**src/rtl/alu_issue_ctrl_if.sv**
```systemverilog
// Command and result handshake bundle for the alu issue stage.
// master = producer/consumer side, slave = the issue controller.
interface alu_issue_ctrl_if #(
  parameter int OP_W  = 32,
  parameter int RES_W = 16
) ();
  logic             cmd_valid;
  logic             cmd_ready;
  logic [OP_W-1:0]  cmd_a;
  logic [OP_W-1:0]  cmd_b;
  logic [1:0]       cmd_sel;
  logic             res_valid;
  logic             res_ready;
  logic [RES_W-1:0] res_data;
  logic             res_cout;
  logic [1:0]       res_sel;

  modport master (
    output cmd_valid, cmd_a, cmd_b, cmd_sel, res_ready,
    input  cmd_ready, res_valid, res_data, res_cout, res_sel
  );

  modport slave (
    input  cmd_valid, cmd_a, cmd_b, cmd_sel, res_ready,
    output cmd_ready, res_valid, res_data, res_cout, res_sel
  );
endinterface

```
**src/rtl/alu_issue_ctrl.sv**
```systemverilog
// Command-issue / result-capture stage around a combinational alu.
// Commands are buffered in a small FIFO, issued one at a time from
// registered operands, sampled after one settle cycle and held for the
// downstream consumer until accepted.
module alu_issue_ctrl #(
  parameter int DEPTH = 4,
  parameter int OP_W  = 32,
  parameter int RES_W = 16
) (
  input  logic                     clk,
  input  logic                     rst_n,
  alu_issue_ctrl_if.slave          bus,
  output logic [OP_W-1:0]          alu_a,
  output logic [OP_W-1:0]          alu_b,
  output logic [1:0]               alu_sel,
  input  logic [RES_W-1:0]         alu_out,
  input  logic                     alu_cout,
  output logic [$clog2(DEPTH):0]   count,
  output logic                     busy
);
  localparam int AW = $clog2(DEPTH);
  localparam int CW = AW + 1;
  localparam int EW = 2 * OP_W + 2;

  typedef enum logic [1:0] {
    ST_IDLE  = 2'd0,
    ST_ISSUE = 2'd1,
    ST_HOLD  = 2'd2
  } state_t;

  state_t           state_r;
  state_t           state_nxt_s;
  logic [EW-1:0]    mem_r [DEPTH];
  logic [AW-1:0]    wr_ptr_r;
  logic [AW-1:0]    rd_ptr_r;
  logic [CW-1:0]    count_r;
  logic [CW-1:0]    count_nxt_s;
  logic             cmd_ready_r;
  logic             busy_r;
  logic             res_valid_r;
  logic             res_cout_r;
  logic [RES_W-1:0] res_data_r;
  logic [1:0]       res_sel_r;
  logic [OP_W-1:0]  alu_a_r;
  logic [OP_W-1:0]  alu_b_r;
  logic [1:0]       alu_sel_r;
  logic             push_s;
  logic             pop_s;
  logic             fifo_nempty_s;
  logic             res_hs_s;
  logic [EW-1:0]    head_s;

  assign head_s        = mem_r[rd_ptr_r];
  assign bus.cmd_ready = cmd_ready_r;
  assign bus.res_valid = res_valid_r;
  assign bus.res_data  = res_data_r;
  assign bus.res_cout  = res_cout_r;
  assign bus.res_sel   = res_sel_r;
  assign alu_a         = alu_a_r;
  assign alu_b         = alu_b_r;
  assign alu_sel       = alu_sel_r;
  assign count         = count_r;
  assign busy          = busy_r;

  // Handshake qualifiers, pop decision, next state and next occupancy.
  always_comb begin
    fifo_nempty_s = (count_r != {CW{1'b0}});
    push_s        = bus.cmd_valid && cmd_ready_r;
    res_hs_s      = res_valid_r && bus.res_ready;
    pop_s         = 1'b0;
    state_nxt_s   = state_r;
    case (state_r)
      ST_IDLE: begin
        if (fifo_nempty_s) begin
          pop_s       = 1'b1;
          state_nxt_s = ST_ISSUE;
        end else begin
          state_nxt_s = ST_IDLE;
        end
      end
      ST_ISSUE: begin
        state_nxt_s = ST_HOLD;
      end
      ST_HOLD: begin
        if (res_hs_s) begin
          if (fifo_nempty_s) begin
            pop_s       = 1'b1;
            state_nxt_s = ST_ISSUE;
          end else begin
            state_nxt_s = ST_IDLE;
          end
        end else begin
          state_nxt_s = ST_HOLD;
        end
      end
      default: begin
        pop_s       = 1'b0;
        state_nxt_s = ST_IDLE;
      end
    endcase
    count_nxt_s = count_r + CW'(push_s) - CW'(pop_s);
  end

  // FIFO storage: write the accepted command at the tail.
  always_ff @(posedge clk) begin
    if (rst_n && push_s) begin
      mem_r[wr_ptr_r] <= {bus.cmd_a, bus.cmd_b, bus.cmd_sel};
    end
  end

  // Issue FSM, FIFO pointers/occupancy and all registered outputs.
  always_ff @(posedge clk) begin
    if (!rst_n) begin
      state_r     <= ST_IDLE;
      wr_ptr_r    <= {AW{1'b0}};
      rd_ptr_r    <= {AW{1'b0}};
      count_r     <= {CW{1'b0}};
      cmd_ready_r <= 1'b0;
      busy_r      <= 1'b0;
      alu_a_r     <= {OP_W{1'b0}};
      alu_b_r     <= {OP_W{1'b0}};
      alu_sel_r   <= 2'd0;
      res_valid_r <= 1'b0;
      res_data_r  <= {RES_W{1'b0}};
      res_cout_r  <= 1'b0;
      res_sel_r   <= 2'd0;
    end else begin
      state_r     <= state_nxt_s;
      count_r     <= count_nxt_s;
      cmd_ready_r <= (count_nxt_s < CW'(DEPTH));
      busy_r      <= (state_nxt_s != ST_IDLE) || (count_nxt_s != {CW{1'b0}});
      if (push_s) begin
        wr_ptr_r <= wr_ptr_r + AW'(1);
      end
      // Operands only move on a pop edge, so they are stable through ISSUE.
      if (pop_s) begin
        rd_ptr_r                       <= rd_ptr_r + AW'(1);
        {alu_a_r, alu_b_r, alu_sel_r}  <= head_s;
      end
      case (state_r)
        ST_ISSUE: begin
          res_data_r  <= alu_out;
          res_cout_r  <= alu_cout;
          res_sel_r   <= alu_sel_r;
          res_valid_r <= 1'b1;
        end
        ST_HOLD: begin
          if (res_hs_s) begin
            res_valid_r <= 1'b0;
          end
        end
        default: begin
          res_valid_r <= res_valid_r;
        end
      endcase
    end
  end
endmodule

```
**src/flat_wrapper.sv**
```systemverilog
// flat-port wrapper written by rule: the top's interface ports become plain ports
module alu_issue_ctrl_flat 
#(
  parameter int DEPTH = 4,
  parameter int OP_W  = 32,
  parameter int RES_W = 16
)
  (clk, rst_n, alu_a, alu_b, alu_sel, alu_out, alu_cout, count, busy, bus_cmd_valid, bus_cmd_a, bus_cmd_b, bus_cmd_sel, bus_res_ready, bus_cmd_ready, bus_res_valid, bus_res_data, bus_res_cout, bus_res_sel);
  alu_issue_ctrl_if #(.OP_W(OP_W), .RES_W(RES_W)) bus_i ();
  input  logic clk;
  input  logic rst_n;
  output logic [OP_W-1:0] alu_a;
  output logic [OP_W-1:0] alu_b;
  output logic [1:0] alu_sel;
  input  logic [RES_W-1:0] alu_out;
  input  logic alu_cout;
  output logic [$clog2(DEPTH):0] count;
  output logic busy;
  input wire logic [$bits(bus_i.cmd_valid)-1:0] bus_cmd_valid;
  input wire logic [$bits(bus_i.cmd_a)-1:0] bus_cmd_a;
  input wire logic [$bits(bus_i.cmd_b)-1:0] bus_cmd_b;
  input wire logic [$bits(bus_i.cmd_sel)-1:0] bus_cmd_sel;
  input wire logic [$bits(bus_i.res_ready)-1:0] bus_res_ready;
  output wire logic [$bits(bus_i.cmd_ready)-1:0] bus_cmd_ready;
  output wire logic [$bits(bus_i.res_valid)-1:0] bus_res_valid;
  output wire logic [$bits(bus_i.res_data)-1:0] bus_res_data;
  output wire logic [$bits(bus_i.res_cout)-1:0] bus_res_cout;
  output wire logic [$bits(bus_i.res_sel)-1:0] bus_res_sel;
  assign bus_i.cmd_valid = bus_cmd_valid;
  assign bus_i.cmd_a = bus_cmd_a;
  assign bus_i.cmd_b = bus_cmd_b;
  assign bus_i.cmd_sel = bus_cmd_sel;
  assign bus_i.res_ready = bus_res_ready;
  assign bus_cmd_ready = bus_i.cmd_ready;
  assign bus_res_valid = bus_i.res_valid;
  assign bus_res_data = bus_i.res_data;
  assign bus_res_cout = bus_i.res_cout;
  assign bus_res_sel = bus_i.res_sel;
  alu_issue_ctrl #(.DEPTH(DEPTH), .OP_W(OP_W), .RES_W(RES_W)) u_core (.clk(clk), .rst_n(rst_n), .bus(bus_i), .alu_a(alu_a), .alu_b(alu_b), .alu_sel(alu_sel), .alu_out(alu_out), .alu_cout(alu_cout), .count(count), .busy(busy));
endmodule
```
**config.mk**
```make
export PLATFORM = sky130hd
export DESIGN_NAME = alu_issue_ctrl_flat
export DESIGN_NICKNAME = d
export VERILOG_FILES = /design/src/rtl/alu_issue_ctrl_if.sv /design/src/rtl/alu_issue_ctrl.sv /design/src/flat_wrapper.sv
export SDC_FILE = /design/constraint.sdc
export NUM_CORES = 1
export LEC_CHECK = 0
export CORE_AREA = 2 2 195 197
export DETAILED_ROUTE_END_ITERATION = 6
export DIE_AREA = 0 0 197 199
export RECOVER_POWER = 50
export SETUP_SLACK_MARGIN = 0.2
export SYNTH_ARGS = -nofsm -noshare
export SYNTH_HDL_FRONTEND = slang
export SYNTH_SLANG_ARGS = --single-unit
```
**constraint.sdc**
```tcl
create_clock -name clk -period 3.4 [get_ports clk]
set_clock_uncertainty 0.1 [all_clocks]
set_input_delay 0.51 -clock clk [delete_from_list [all_inputs] [get_ports clk]]
set_output_delay 0.51 -clock clk [all_outputs]
set_load 0.01 [all_outputs]
```
==> impl_metrics.py <==
metrics = {
    "status": {
        "status": "completed",
    },
    "job": {
        "drv_cap": 0,
    },
    "power": {
        "p_per_area_nw_per_um2": 816,
        "ir_drop_mv": 0.570,
        "leakagePower_nw": 5.66,
    },
    "drt": {
        "first_iter_violations": 573,
        "antenna_left": 0,
        "firstDrtPassIters": 5,
        "wirelength_um": 33700,
        "viasPerCell": 5.39,
        "vias": 7994,
        "wire_per_inst_um": 22.7,
        "drc": 0,
    },
    "synth": {
        "syn_area_per_cell_um2": 16.7,
        "synth_top_family_by_area": "multiplexers",
        "ys_seq_area_frac": 0.727,
        "synth_compound_area_frac": 0.0711,
        "synth_cells": 812,
        "synthAdderAreaFrac": 0.00700,
        "synth_xor_area_frac": 0.00194,
        "synthSimpleGateAreaFrac": 0.0520,
        "syn_area_um2": 13600,
        "ys_types": 31,
        "muxShareOfSynthArea": 0.111,
        "synth_nets": 906,
        "synth-seq-cells": 361,
        "yosysWarnings": 0,
    },
    "floorplanning": {
        "io_pins": 178,
        "start_util": 0.366,
        "fp.dieH_um": 199,
        "dieArea_um2": 39200,
        "die_width_um": 197,
        "rows": 71,
        "coreArea_um2": 37100,
    },
    "timing": {
        "rsz0062_at_grt": "no",
        "slew_violations": 0,
        "fin_crit_ns": 2.91,
        "fmax_mhz": 343,
        "hold_viol": 0,
        "setup_violations": 0,
        "slew_headroom": 0.114,
        "fin_setup_tns_ns": 0,
        "worstMarginPinSlew_ns": 1.33,
        "period_share": 0.856,
    },
    "place": {
        "gp_congestion": 0.696,
        "placed_cell_area_um2": 15900,
        "numPortBuffers": 177,
        "dp_hpwl_um": 17400,
    },
    "clock_network": {
        "hold_buffers": 0,
        "path_clk_slew_ns": 0.06,
        "cts.repair.resized": 0,
        "cts_sinks": 361,
        "cts_tree": "built",
        "insertion_delay_ns": 0.55,
        "clockBufferDepth": 3,
        "h-tree-depth": 2,
        "postCtsSetupBuffers": 0,
        "cts_root_buffer": "clkbuf_16",
        "numCtsBuffers": 41,
    },
    "grt": {
        "grt_max_degree": 70,
        "antenna_found_initial": 4,
        "grt_pass1_vias": 8151,
        "grt_first_pass_wirelength_um": 50200,
        "grt_usage": 0.173,
        "overflow": 0,
    },
    "critical_path": {
        "crit_arrival_ns": 3.04,
        "cp-start-kind": "input port",
        "required_ns": 3.53,
        "cp_num_buf_inv": 3,
        "worst_path_largest_cell_delay_ns": 1.05,
        "slowest_stage": "and2_1",
        "critPathTopFamily": "simple AND/OR/NAND/NOR gates",
        "crit_chain": "dlygate4sd3_1, clkinvlp_2, nor2_1, and2_1, buf_12",
        "cp_max_fo": 28,
        "end_kind": "register",
        "critical_path_class": "input port to register",
    },
    "cells_and_area": {
        "finalNetCount": 1071,
        "area_growth_pct": 26.6,
        "post-route-util": 0.463,
        "fin_area_um2": 17200,
        "insertedDiodeCount": 0,
        "drive_gt1_frac": 0.154,
    },
    "hold_path": {
        "hold_class": "register to register",
    },
}
cells by family (layout without fill, tap and decap cells):
group	count (synthesis)	in the layout
AOI/OAI and AO/OA	157	157
xor gates and xnor gates	3	3
adders and majority gates	7	7
buffers and inverters	83	281
DFF	361	361
muxes	68	68
and+or+nand+nor	133	133
final cells by class:
type | count | area (um2)
Clock buffer | 53 | 1140
Fill cell | 3240 | 19900
Sequential cell | 361 | 9880
Multi-Input combinational cell | 368 | 3320
Timing Repair Buffer | 196 | 1990
Clock inverter | 23 | 229
Tap cell | 474 | 593
Inverter | 9 | 35.0
flip-flops by register name (all words and copies together), names as in the netlist, 2 cells and up:
name,flops
u_core.mem_r,264
u_core.alu_a,32
u_core.alu_b,32
u_core.bus.res_data,16
u_core.count,3
u_core.alu_sel,2
u_core.bus.res_sel,2
u_core.rd_ptr_r,2
u_core.state_r,2
u_core.wr_ptr_r,2
cells in the mapped netlist:
library cell | number | share of area
a211oi_1 | 1 | 0.00055
a21bo_2 | 1 | 0.00074
a21boi_1 | 1 | 0.00055
a21oi_1 | 87 | 0.032
a41oi_1 | 1 | 0.00065
and2_1 | 6 | 0.0028
and4_1 | 1 | 0.00065
buf_1 | 10 | 0.0028
buf_12 | 2 | 0.0029
buf_2 | 27 | 0.010
buf_4 | 6 | 0.0033
buf_6 | 1 | 0.00083
clkbuf_1 | 28 | 0.0077
dfxtp_1 | 97 | 0.14
edfxtp_1 | 264 | 0.58
fa_1 | 1 | 0.0015
ha_1 | 6 | 0.0055
inv_1 | 9 | 0.0025
mux2i_1 | 2 | 0.0015
mux4_2 | 66 | 0.11
nand2_1 | 43 | 0.012
nand2b_1 | 3 | 0.0014
nand3_1 | 2 | 0.00074
nand4_1 | 66 | 0.030
nor2_1 | 7 | 0.0019
nor2b_1 | 3 | 0.0014
nor3_1 | 1 | 0.00037
o31ai_1 | 66 | 0.036
or3_1 | 1 | 0.00046
xnor2_1 | 2 | 0.0013
xor2_1 | 1 | 0.00065
report_power, final:
part | internal [mW] | switching, mW | total (mW) | leakage (nW)
clock network | 2.69 | 1.75 | 4.43 | 0.658
logic | 1.76 | 2.21 | 3.97 | 1.82
registers | 5.24 | 0.390 | 5.63 | 3.18
total | 9.69 | 4.34 | 14.0 | 5.66
tightest hold or removal path, stage by stage (launching register included):
cell     delay (ns)
dfxtp_1        0.30
nand2_1        0.05
a21oi_1        0.05
stage by stage:
| step | power (mW) | setup slack [ns] | instances | hold WS, ns |
|---|---|---|---|---|
| 6_report | 14.0 | 0.488 | 1484 | 0.347 |
| 5_1_grt | 14.7 | 0.331 | 1484 | 0.364 |
| 4_1_cts | 14.3 | 0.735 | 1484 | 0.354 |
| 3_5_place_dp | 9.80 | 0.222 | 1408 | 0.346 |
| 3_3_place_gp | 9.74 | 0.277 | 1408 | 0.341 |
| 2_1_floorplan | 8.00 | 0.531 | 812 | 0.369 |
metal layers:
layer | vias to the layer above | part of all wire | track usage
met5 | - | 0.0017 | 0
met4 | 8 | 0.016 | 0.0515
met3 | 48 | 0.065 | 0.0417
met2 | 247 | 0.47 | 0.275
met1 | 4106 | 0.45 | 0.237
li1 | 3585 | - | -
cell usage in the layout, fill, tap and decap left out, types with 3 or more instances in the layout:
master / count
nand2b_1: 3
nand2_1: 43
clkinvlp_4: 5
and2_1: 3
ha_1: 6
clkbuf_1: 7
a21oi_1: 87
nor2b_1: 3
clkinv_1: 7
clkdlybuf4s50_1: 86
o31ai_1: 66
buf_4: 10
dlygate4sd3_1: 91
nand4_1: 66
nor2_1: 7
mux4_2: 66
edfxtp_1: 264
buf_12: 6
clkinv_2: 5
bufinv_16: 4
clkbuf_8: 3
clkbuf_16: 43
inv_1: 7
dfxtp_1: 95
final timing paths:
| check | cells past startpoint | from | endpoint | slack, ns |
|---|---|---|---|---|
| worst max-delay path | 5 | rst_n | u_core.mem_r[3][14] | 0.49 |
| worst min-delay path | 2 | u_core.bus.res_cout | u_core.bus.res_cout | 0.35 |
| worst max register to register | 11 | u_core.count[1] | u_core.busy | 0.72 |
| worst min register to register | 2 | u_core.bus.res_cout | u_core.bus.res_cout | 0.35 |
Power figures use the tool's default switching activity.
